==> config.mk <==
export PLATFORM = sky130hd
export DESIGN_NAME = time_uart_sender
export DESIGN_NICKNAME = d
export VERILOG_FILES = /design/src/rtl/time_uart_sender_pkg.sv /design/src/rtl/time_uart_sender_bin_to_bcd2.sv /design/src/rtl/time_uart_sender.sv
export SDC_FILE = /design/constraint.sdc
export NUM_CORES = 1
export LEC_CHECK = 0
export BUFFER_PORTS_ARGS = -buffer_cell sky130_fd_sc_hd__buf_2
export CAP_MARGIN = 25
export CELL_PAD_IN_SITES_DETAIL_PLACEMENT = 1
export CELL_PAD_IN_SITES_GLOBAL_PLACEMENT = 1
export CORE_MARGIN = 4
export CORE_UTILIZATION = 25
export CTS_CLUSTER_DIAMETER = 200
export CTS_CLUSTER_SIZE = 28
export DETAILED_ROUTE_END_ITERATION = 8
export MAX_ROUTING_LAYER = met4
export PLACE_DENSITY = 0.5
export SLEW_MARGIN = 20
export SYNTH_ARGS = -nofsm -noshare
export SYNTH_HDL_FRONTEND = slang
export SYNTH_HIERARCHICAL = 1
export SYNTH_SLANG_ARGS = --single-unit
==> constraint.sdc <==
create_clock -name clock -period 2.3 [get_ports clock]
set_clock_uncertainty 0.2 [all_clocks]
set_input_delay 0.23 -clock clock [delete_from_list [all_inputs] [get_ports clock]]
set_output_delay 0.23 -clock clock [all_outputs]
set_load 0.05 [all_outputs]
==> src/rtl/time_uart_sender_pkg.sv <==
// Shared constants and state encoding for the time-of-day UART sender.
package time_uart_sender_pkg;

    localparam logic [7:0] ASCII_DIGIT_BASE = 8'h30;
    localparam logic [7:0] ASCII_COLON      = 8'h3A;
    localparam logic [7:0] ASCII_CR         = 8'h0D;
    localparam logic [7:0] ASCII_LF         = 8'h0A;

    // Index of the final byte of a message, with and without CR/LF.
    localparam logic [2:0] LAST_IDX_CRLF  = 3'd6;
    localparam logic [2:0] LAST_IDX_PLAIN = 3'd4;

    typedef enum logic [2:0] {
        ST_IDLE      = 3'd0,
        ST_LATCH     = 3'd1,
        ST_START     = 3'd2,
        ST_WAIT_ACK  = 3'd3,
        ST_WAIT_DONE = 3'd4
    } state_t;

    function automatic logic [7:0] digit_to_ascii(input logic [3:0] digit);
        return ASCII_DIGIT_BASE + {4'd0, digit};
    endfunction

endpackage

==> src/rtl/time_uart_sender_bin_to_bcd2.sv <==
// Two-digit binary to BCD split; inputs above 59/23 simply yield tens up to 6.
module bin_to_bcd2 (
    input  logic [5:0] bin,
    output logic [3:0] tens,
    output logic [3:0] ones
);

    // Constant divide/modulo by ten on a 6-bit value reduces to a small table.
    always_comb begin
        tens = 4'(bin / 6'd10);
        ones = 4'(bin % 6'd10);
    end

endmodule

==> src/rtl/time_uart_sender.sv <==
// Streams "HH:MM" (optionally followed by CR LF) into a UART transmitter.
//
// state        | meaning
// -------------+-----------------------------------------------------------
// ST_IDLE      | no send in progress; a pending trigger starts one
// ST_LATCH     | time snapshot held, byte index cleared, first byte loaded
// ST_START     | one-cycle start pulse to the transmitter
// ST_WAIT_ACK  | waiting for the transmitter to report busy (txDone=0)
// ST_WAIT_DONE | waiting for the transmitter to finish (txDone=1)
module time_uart_sender
    import time_uart_sender_pkg::*;
#(
    parameter int NrOfDataBits = 8,
    parameter bit AppendCrLf   = 1'b1
) (
    input  logic                    clock,
    input  logic                    reset,
    input  logic [5:0]              minutes,
    input  logic [5:0]              hours,
    input  logic                    sendRequest,
    input  logic                    autoEnable,
    output logic                    startTransmission,
    output logic [NrOfDataBits-1:0] dataBits,
    input  logic                    txDone,
    output logic                    busy
);

    localparam logic [2:0] LAST_IDX = AppendCrLf ? LAST_IDX_CRLF : LAST_IDX_PLAIN;

    state_t     state_q, state_nxt;
    logic [2:0] idx_q, idx_nxt;
    logic       pending_q, pending_nxt;
    logic       snap_load, data_load;
    logic [5:0] snap_hours, snap_minutes;
    logic [5:0] prev_minutes;
    logic       primed;
    logic       req_d;
    logic       trigger;
    logic [3:0] hours_tens, hours_ones, minutes_tens, minutes_ones;
    logic [7:0] byte_sel;

    // Manual request edge or automatic minute change; the minute compare is
    // held off until the previous-value register has captured a real sample.
    always_comb begin
        trigger = (sendRequest & ~req_d)
                | (autoEnable & primed & (minutes != prev_minutes));
    end

    // Trigger history: request edge detector and previous-minute register.
    always_ff @(posedge clock or posedge reset) begin
        if (reset) begin
            req_d        <= 1'b0;
            prev_minutes <= 6'd0;
            primed       <= 1'b0;
        end else begin
            req_d        <= sendRequest;
            prev_minutes <= minutes;
            primed       <= 1'b1;
        end
    end

    bin_to_bcd2 u_hours_bcd (
        .bin  (snap_hours),
        .tens (hours_tens),
        .ones (hours_ones)
    );

    bin_to_bcd2 u_minutes_bcd (
        .bin  (snap_minutes),
        .tens (minutes_tens),
        .ones (minutes_ones)
    );

    // Character for the byte index about to be started.
    always_comb begin
        byte_sel = 8'h00;
        case (idx_nxt)
            3'd0:    byte_sel = digit_to_ascii(hours_tens);
            3'd1:    byte_sel = digit_to_ascii(hours_ones);
            3'd2:    byte_sel = ASCII_COLON;
            3'd3:    byte_sel = digit_to_ascii(minutes_tens);
            3'd4:    byte_sel = digit_to_ascii(minutes_ones);
            3'd5:    byte_sel = ASCII_CR;
            3'd6:    byte_sel = ASCII_LF;
            default: byte_sel = 8'h00;
        endcase
    end

    // Next-state logic. Every trigger funnels through pending, so a trigger
    // in IDLE and one arriving mid-send take the same one-cycle path, and any
    // number of triggers during a send collapse into one follow-up send.
    always_comb begin
        state_nxt   = state_q;
        idx_nxt     = idx_q;
        pending_nxt = pending_q | trigger;
        snap_load   = 1'b0;
        data_load   = 1'b0;
        case (state_q)
            ST_IDLE: begin
                if (pending_q) begin
                    state_nxt   = ST_LATCH;
                    pending_nxt = trigger;
                    snap_load   = 1'b1;
                    idx_nxt     = 3'd0;
                end
            end
            ST_LATCH: begin
                state_nxt = ST_START;
                idx_nxt   = 3'd0;
                data_load = 1'b1;
            end
            ST_START: begin
                state_nxt = ST_WAIT_ACK;
            end
            ST_WAIT_ACK: begin
                if (!txDone) begin
                    state_nxt = ST_WAIT_DONE;
                end
            end
            ST_WAIT_DONE: begin
                if (txDone) begin
                    if (idx_q == LAST_IDX) begin
                        state_nxt = ST_IDLE;
                    end else begin
                        state_nxt = ST_START;
                        idx_nxt   = idx_q + 3'd1;
                        data_load = 1'b1;
                    end
                end
            end
            default: begin
                state_nxt = ST_IDLE;
            end
        endcase
    end

    // FSM state, byte index and pending flag.
    always_ff @(posedge clock or posedge reset) begin
        if (reset) begin
            state_q   <= ST_IDLE;
            idx_q     <= 3'd0;
            pending_q <= 1'b0;
        end else begin
            state_q   <= state_nxt;
            idx_q     <= idx_nxt;
            pending_q <= pending_nxt;
        end
    end

    // Time snapshot on LATCH entry so the first byte can be registered on
    // LATCH exit; each byte is then held until the next START.
    always_ff @(posedge clock or posedge reset) begin
        if (reset) begin
            snap_hours   <= 6'd0;
            snap_minutes <= 6'd0;
            dataBits     <= '0;
        end else begin
            if (snap_load) begin
                snap_hours   <= hours;
                snap_minutes <= minutes;
            end
            if (data_load) begin
                dataBits <= NrOfDataBits'(byte_sel);
            end
        end
    end

    // Status outputs decode directly from the state so reset clears them at once.
    always_comb begin
        startTransmission = (state_q == ST_START);
        busy              = (state_q != ST_IDLE);
    end

endmodule

# Word-level counts from Yosys, hierarchy flattened
# Cells that the tools add are included.
dict set report word_totals {
  regBits 35
  wordCells 60
}
dict set report classes {
  n_addsub 5
  n_div 4
  eq_ne 15
  muxes 17
  n_bitwise 6
  n_reduce_logical 4
}
# cell count
set op_table {}
lappend op_table {{case mux 7 bit (7 select lines)} 1}
lappend op_table {{adder 6 x 4 -> 7 bit, first input constant} 4}
lappend op_table {{2-to-1 mux 3 bit} 6}
lappend op_table {{== test 3 bit, second input constant} 5}
lappend op_table {{case mux 3 bit (5 select lines)} 1}
lappend op_table {{divider 6 x 4 -> 6 bit, second input constant} 2}
lappend op_table {{== test 3 x 2 -> 1 bit, second input constant} 4}
lappend op_table {{remainder unit 6 x 4 -> 6 bit, second input constant} 2}
lappend op_table {{case mux 3 bit (3 select lines)} 1}
lappend op_table {{== test 3 x 1 -> 1 bit, second input constant} 2}
lappend op_table {{zero test 3 bit} 2}
lappend op_table {{2-to-1 mux 1 bit} 6}
lappend op_table {{inequality test 2 bit, second input constant} 3}
lappend op_table {{inequality test 6 bit} 1}
lappend op_table {{adder 3 x 1 -> 3 bit, second input constant} 1}
lappend op_table {{AND 1 bit} 3}
lappend op_table {{AND reduction 3 bit} 1}
lappend op_table {{nonzero test 3 bit} 1}
lappend op_table {{2-to-1 mux 2 bit} 1}
lappend op_table {{bitwise OR 1 bit} 2}
lappend op_table {{case mux 1 bit (2 select lines)} 1}
lappend op_table {{NOT 1 bit} 1}

# Logic depth before layout (Yosys ltp)
dict set report depth {
  depth_word 6
  ltp_mapped 12
  depth_no_buf 11
}

# Cells and area by module
# Netlist, hierarchy kept.
# module instances cells_each area_each_um2 seq_area_each_um2
set modules_own_cells {}
lappend modules_own_cells {time_uart_sender 1 142 1587.8 800.8}
lappend modules_own_cells {bin_to_bcd2 2 53 346.6 0.0}

# Worst setup path after synthesis
# OpenSTA, ideal clock, no wires.
dict set report synth_path {
  path_type {flip-flop to flip-flop}
  start {register snap_minutes[3]}
  end {register dataBits[2]}
  setup_time_ps 121
  arrival_time_ps 2025
  t_required_ps 1979
  setup_slack_ps -46
  path_stages_with_launch 11
  synth_period_minus_slack_ps 2346
  cell_sequence {dfrtp_1 -> buf_6 -> or2b_1 -> o211ai_1 -> o21ai_0 -> ha_1 -> a41oi_1 -> or3_1 -> o211ai_1 -> nand3_1 -> o22a_1}
}
dict set report synth_via {
  elab_chain_cells 3
  word_cells_on_any_way 5
}
# item line
set synth_lines {}
lappend synth_lines {{start: declaration} time_uart_sender.sv:34} ;# logic [5:0] snap_hours, snap_minutes;
lappend synth_lines {{start signal: assignment} time_uart_sender.sv:160} ;# snap_minutes <= minutes;
lappend synth_lines {{remainder unit 6 x 4 -> 6 bit} time_uart_sender_bin_to_bcd2.sv:11} ;# ones = 4'(bin % 6'd10);
lappend synth_lines {{net minutes_ones[2]} time_uart_sender.sv:39} ;# logic [3:0] hours_tens, hours_ones, minutes_tens, minutes_ones;
lappend synth_lines {{adder 6 x 4 -> 7 bit} time_uart_sender_pkg.sv:22} ;# return ASCII_DIGIT_BASE + {4'd0, digit};
lappend synth_lines {{case mux 7 bit (7 select lines)} time_uart_sender.sv:77} ;# case (idx_nxt)
lappend synth_lines {{end signal: assignment} time_uart_sender.sv:163} ;# dataBits <= NrOfDataBits'(byte_sel);
lappend synth_lines {{end: declaration} time_uart_sender.sv:23} ;# output logic [NrOfDataBits-1:0] dataBits,
# The timed path passes the listed nets, and every way through them passes these cells.
# A chain may end at the register's enable or synchronous reset.

# Final worst setup path
dict set report layout_path {
  start {register snap_hours[3]}
  end {register dataBits[2]}
}
dict set report layout_via {
  elab_chain_cells 3
  word_cells_on_any_way 5
}
# item line
set layout_lines {}
lappend layout_lines {{start: declaration} time_uart_sender.sv:34}
lappend layout_lines {{start signal: assignment} time_uart_sender.sv:159} ;# snap_hours <= hours;
lappend layout_lines {{remainder unit 6 x 4 -> 6 bit} time_uart_sender_bin_to_bcd2.sv:11}
lappend layout_lines {{net hours_ones[2]} time_uart_sender.sv:39}
lappend layout_lines {{adder 6 x 4 -> 7 bit} time_uart_sender_pkg.sv:22}
lappend layout_lines {{case mux 7 bit (7 select lines)} time_uart_sender.sv:77}
# The timed path passes the listed nets, and every way through them passes these cells.

==> flow_metrics.env <==
export IMPL_crit_type="flop to flop"
export IMPL_total_power_mw=4.13
export IMPL_setup_viol_count_final=0
export IMPL_initial_core_util_pct=25.9
export IMPL_yosys_most_used_dff="dfrtp_1"
export IMPL_grtUsageTotal_pct=11.5
export IMPL_grt_max_degree=33
export IMPL_drt_total_wl_um=5910
export IMPL_relSlewSlack_pct=62.8
export IMPL_root_buffer="clkbuf_8"
export IMPL_crit_path_max_incr_delay_ns=0.39
export IMPL_avgSynthCellArea_um2=9.20
export IMPL_worst_slew_pin_slew_ns=0.551
export IMPL_ys_ff_latch=32
export IMPL_cap_violations=0
export IMPL_drt_antenna_violating_nets=0
export IMPL_area_growth_pct=27.5
export IMPL_fin_hold_ws_ns=0.0262
export IMPL_diodes=0
export IMPL_crit_path_max_fanout=5
export IMPL_powerDensity_mw_per_mm2=1420
export IMPL_r2r_setup_slack_ns=0.004
export IMPL_crit_slowest_cell="dfrtp_1"
export IMPL_core_area_mm2=0.00881
export IMPL_grt_pass1_wl_um=9790
export IMPL_setup_tns_ns=0
export IMPL_synth_largest_area_cell="dfrtp_1"
export IMPL_fin_nets=325
export IMPL_yosysSeqAreaShare_pct=35.1
export IMPL_path_clk_slew_ns=0.07
export IMPL_dr_pass1_iters=4
export IMPL_antenna_found_initial=0
export IMPL_hold_start="txDone"
export IMPL_combPwrFrac_pct=63.4
export IMPL_fin_util_pct=33.0
export IMPL_hpwl_um=4360
export IMPL_clockBufferDepth=2
export IMPL_ios=27
export IMPL_ys_warn_count=6
export IMPL_rr_startpoint="snap_hours[3]"
export IMPL_whs_path_depth=2
export IMPL_internal_power_mw=2.29
export IMPL_drive_above_1_share_pct=29.8
export IMPL_layout_setup_ws_ns=0.00446
export IMPL_period_share_pct=99.8
export IMPL_rsz0062_at_grt="true"
export IMPL_period_needed_ns=2.30
export IMPL_drc=0
export IMPL_num_vias=1967
export IMPL_p_sw_share_pct=44.4
export IMPL_critPathLaunchType="flop"
export IMPL_die_h_um=104
export IMPL_finalHoldViolCount=0
export IMPL_irDropWorstVdd_v=0.000515
export IMPL_pwr_share_seq_pct=23.3
export IMPL_endpoint_kind="flop"
export IMPL_synth_area_mm2=0.00228
export IMPL_cp_data_arrival_time_ns=2.27
export IMPL_drtIter0Drc=52
export IMPL_instances_no_fill=413
export IMPL_num_rows=34
export IMPL_num_fill_cells=1020
export IMPL_ys_types=54
export IMPL_max_freq_mhz=436
export IMPL_outcome="finished clean"
export IMPL_async_reset_ff_share_pct=100
export IMPL_hold_class="input pin to flop"
export IMPL_critPathMostFrequentCell="nand3_1"
export IMPL_slew_viol_final=0
export IMPL_grt_pass1_vias=1944
export IMPL_crit_path_cell_trace="or2b_1 > o211ai_1 > o21ai_0 > ha_2 > a41oi_1 > or3_1 > nand3_1 > nand3_1 > o22a_1"
export IMPL_clk_latency_ns=0.29
export IMPL_synth_top_cells_by_area="dfrtp_1 35%, mux2_1 4.9%, buf_6 4.4%"
export IMPL_cts_tree="built"
export IMPL_yosys_area_top_type_share_pct=35.1
export IMPL_power_frac_clock_pct=13.3
export IMPL_dpl_worst_slack_ns=0.0102
export IMPL_synth_edf_count=0
export IMPL_grt_overflow_total=0
export IMPL_net_switching_power_mw=1.83
export IMPL_placed_cells=388
export IMPL_cts_made_buffers=5
export IMPL_r2r_cells=9
export IMPL_die_x_um=104
export IMPL_required_ns=2.28
export IMPL_viasPerCell=4.76
export IMPL_p_leak_nw=1.26
export IMPL_globalplace_congestion=0.757
export IMPL_postLayoutCellArea_mm2=0.00291
export IMPL_place_area_mm2=0.00260
export IMPL_wl_per_cell_um=14.3
export IMPL_syn_instance_count=248
export IMPL_fp_dieArea_mm2=0.0107
export IMPL_min_to="state_q[2]"
export IMPL_r2r_end="dataBits[2]"
export IMPL_htreeDepth=2
export IMPL_cts_sinks=32
export IMPL_port_buffers=24
## cells by family after synthesis
| group | after synthesis | synth area share, % |
|---|---|---|
| and+or+nand+nor | 82 | 19.9 |
| AOI/OAI and AO/OA | 67 | 20.6 |
| DFF | 32 | 35.1 |
| buffers and inverters | 32 | 9.71 |
| muxes | 15 | 7.30 |
| xor gates and xnor gates | 12 | 4.61 |
| adders and majority gates | 4 | 2.19 |
| other | 4 | 0.658 |
## flip-flops by register name, summed over array words and instances (netlist names)
name and cells:
req_d 1, snap_minutes 6, state_q 3, idx_q 3, snap_hours 6, dataBits 5
primed 1, pending_q 1, prev_minutes 6
## final cells by class
class	count	area, µm²	share of cell area, %
Tap cell	108	135	4.65
Clock buffer	6	72.6	2.49
Timing Repair Buffer	70	510	17.5
Clock inverter	2	35.0	1.20
Multi-Input combinational cell	185	1310	45.1
Inverter	10	42.5	1.46
Sequential cell	32	801	27.5
## routing by layer
layer  vias to the layer above  part of all wire, %  global-route usage (%)
met3                         7                  3.2                    1.99
met4                         0                  1.2                    3.42
met2                        38                   44                    17.0
li1                        976                    -                       -
met5                         -                    0                       -
met1                       946                   51                    16.1
## power groups by stage
stage | logic, mW | clock network (mW) | registers [mW]
2_1_floorplan | 1.85 | 0 | 1.03
3_3_place_gp | 2.54 | 0 | 0.961
3_5_place_dp | 2.55 | 0 | 0.969
4_1_cts | 2.58 | 0.569 | 0.958
5_1_grt | 2.90 | 0.593 | 1.00
6_report | 2.62 | 0.548 | 0.962
## worst max-delay path, delay by kind of cell, from the launching register on
| kind | cells | cell delay [ns] |
|---|---|---|
| flip-flops | 1 | 0.39 |
| AND/OR/NAND/NOR | 4 | 0.80 |
| adder cells (fa/ha/maj) | 1 | 0.32 |
| AO/OA/AOI/OAI | 4 | 0.47 |
## worst max path at each step
stage / start / endpoint / slack, ns / cells past startpoint
global placement: snap_minutes[3] / dataBits[2] / 0.04 / 9
global route: snap_minutes[3] / dataBits[2] / -0.19 / 9
floorplan: idx_q[0] / dataBits[2] / 0.03 / 10
finish: snap_hours[3] / dataBits[2] / 0.004 / 9
CTS: snap_minutes[5] / dataBits[2] / 0.01 / 9
detailed placement: snap_minutes[5] / dataBits[2] / 0.01 / 9
## layout by cell type, fill, tap and decap left out, drive strengths merged, types with 5 or more instances in the layout
master and instances:
a21o 5, nand2 20, conb 5, a31oi 5, clkbuf 6, nand3 10, nor3 7, dlygate4sd3 14
o211ai 6, nor2 17, o21ai 15, a21oi 13, xnor2 8, mux2 13, buf 56, inv 9
dfrtp 32
## synth_stat cells (5+ instances only)
master and instances:
nand2_1 18, buf_6 9, dfrtp_1 32, o211ai_1 6, nor2_1 16, a31oi_1 5, buf_2 6, buf_4 7
a21oi_1 12, inv_1 8, nor3_1 6, xnor2_1 8, nand3_1 10, o21ai_0 14, mux2_1 10
## repair_timing
| action | in CTS | in global routing |
|---|---|---|
| buffers inserted | 0 | 3 |
| gates resized for setup | 0 | 12 |
| setup endpoints to repair | 1 | 4 |
| endpoints found under the hold margin | 48 | 0 |
| pin swaps | 1 | 2 |
| hold buffers | 14 | 0 |
(Power assumes the default switching activity.)
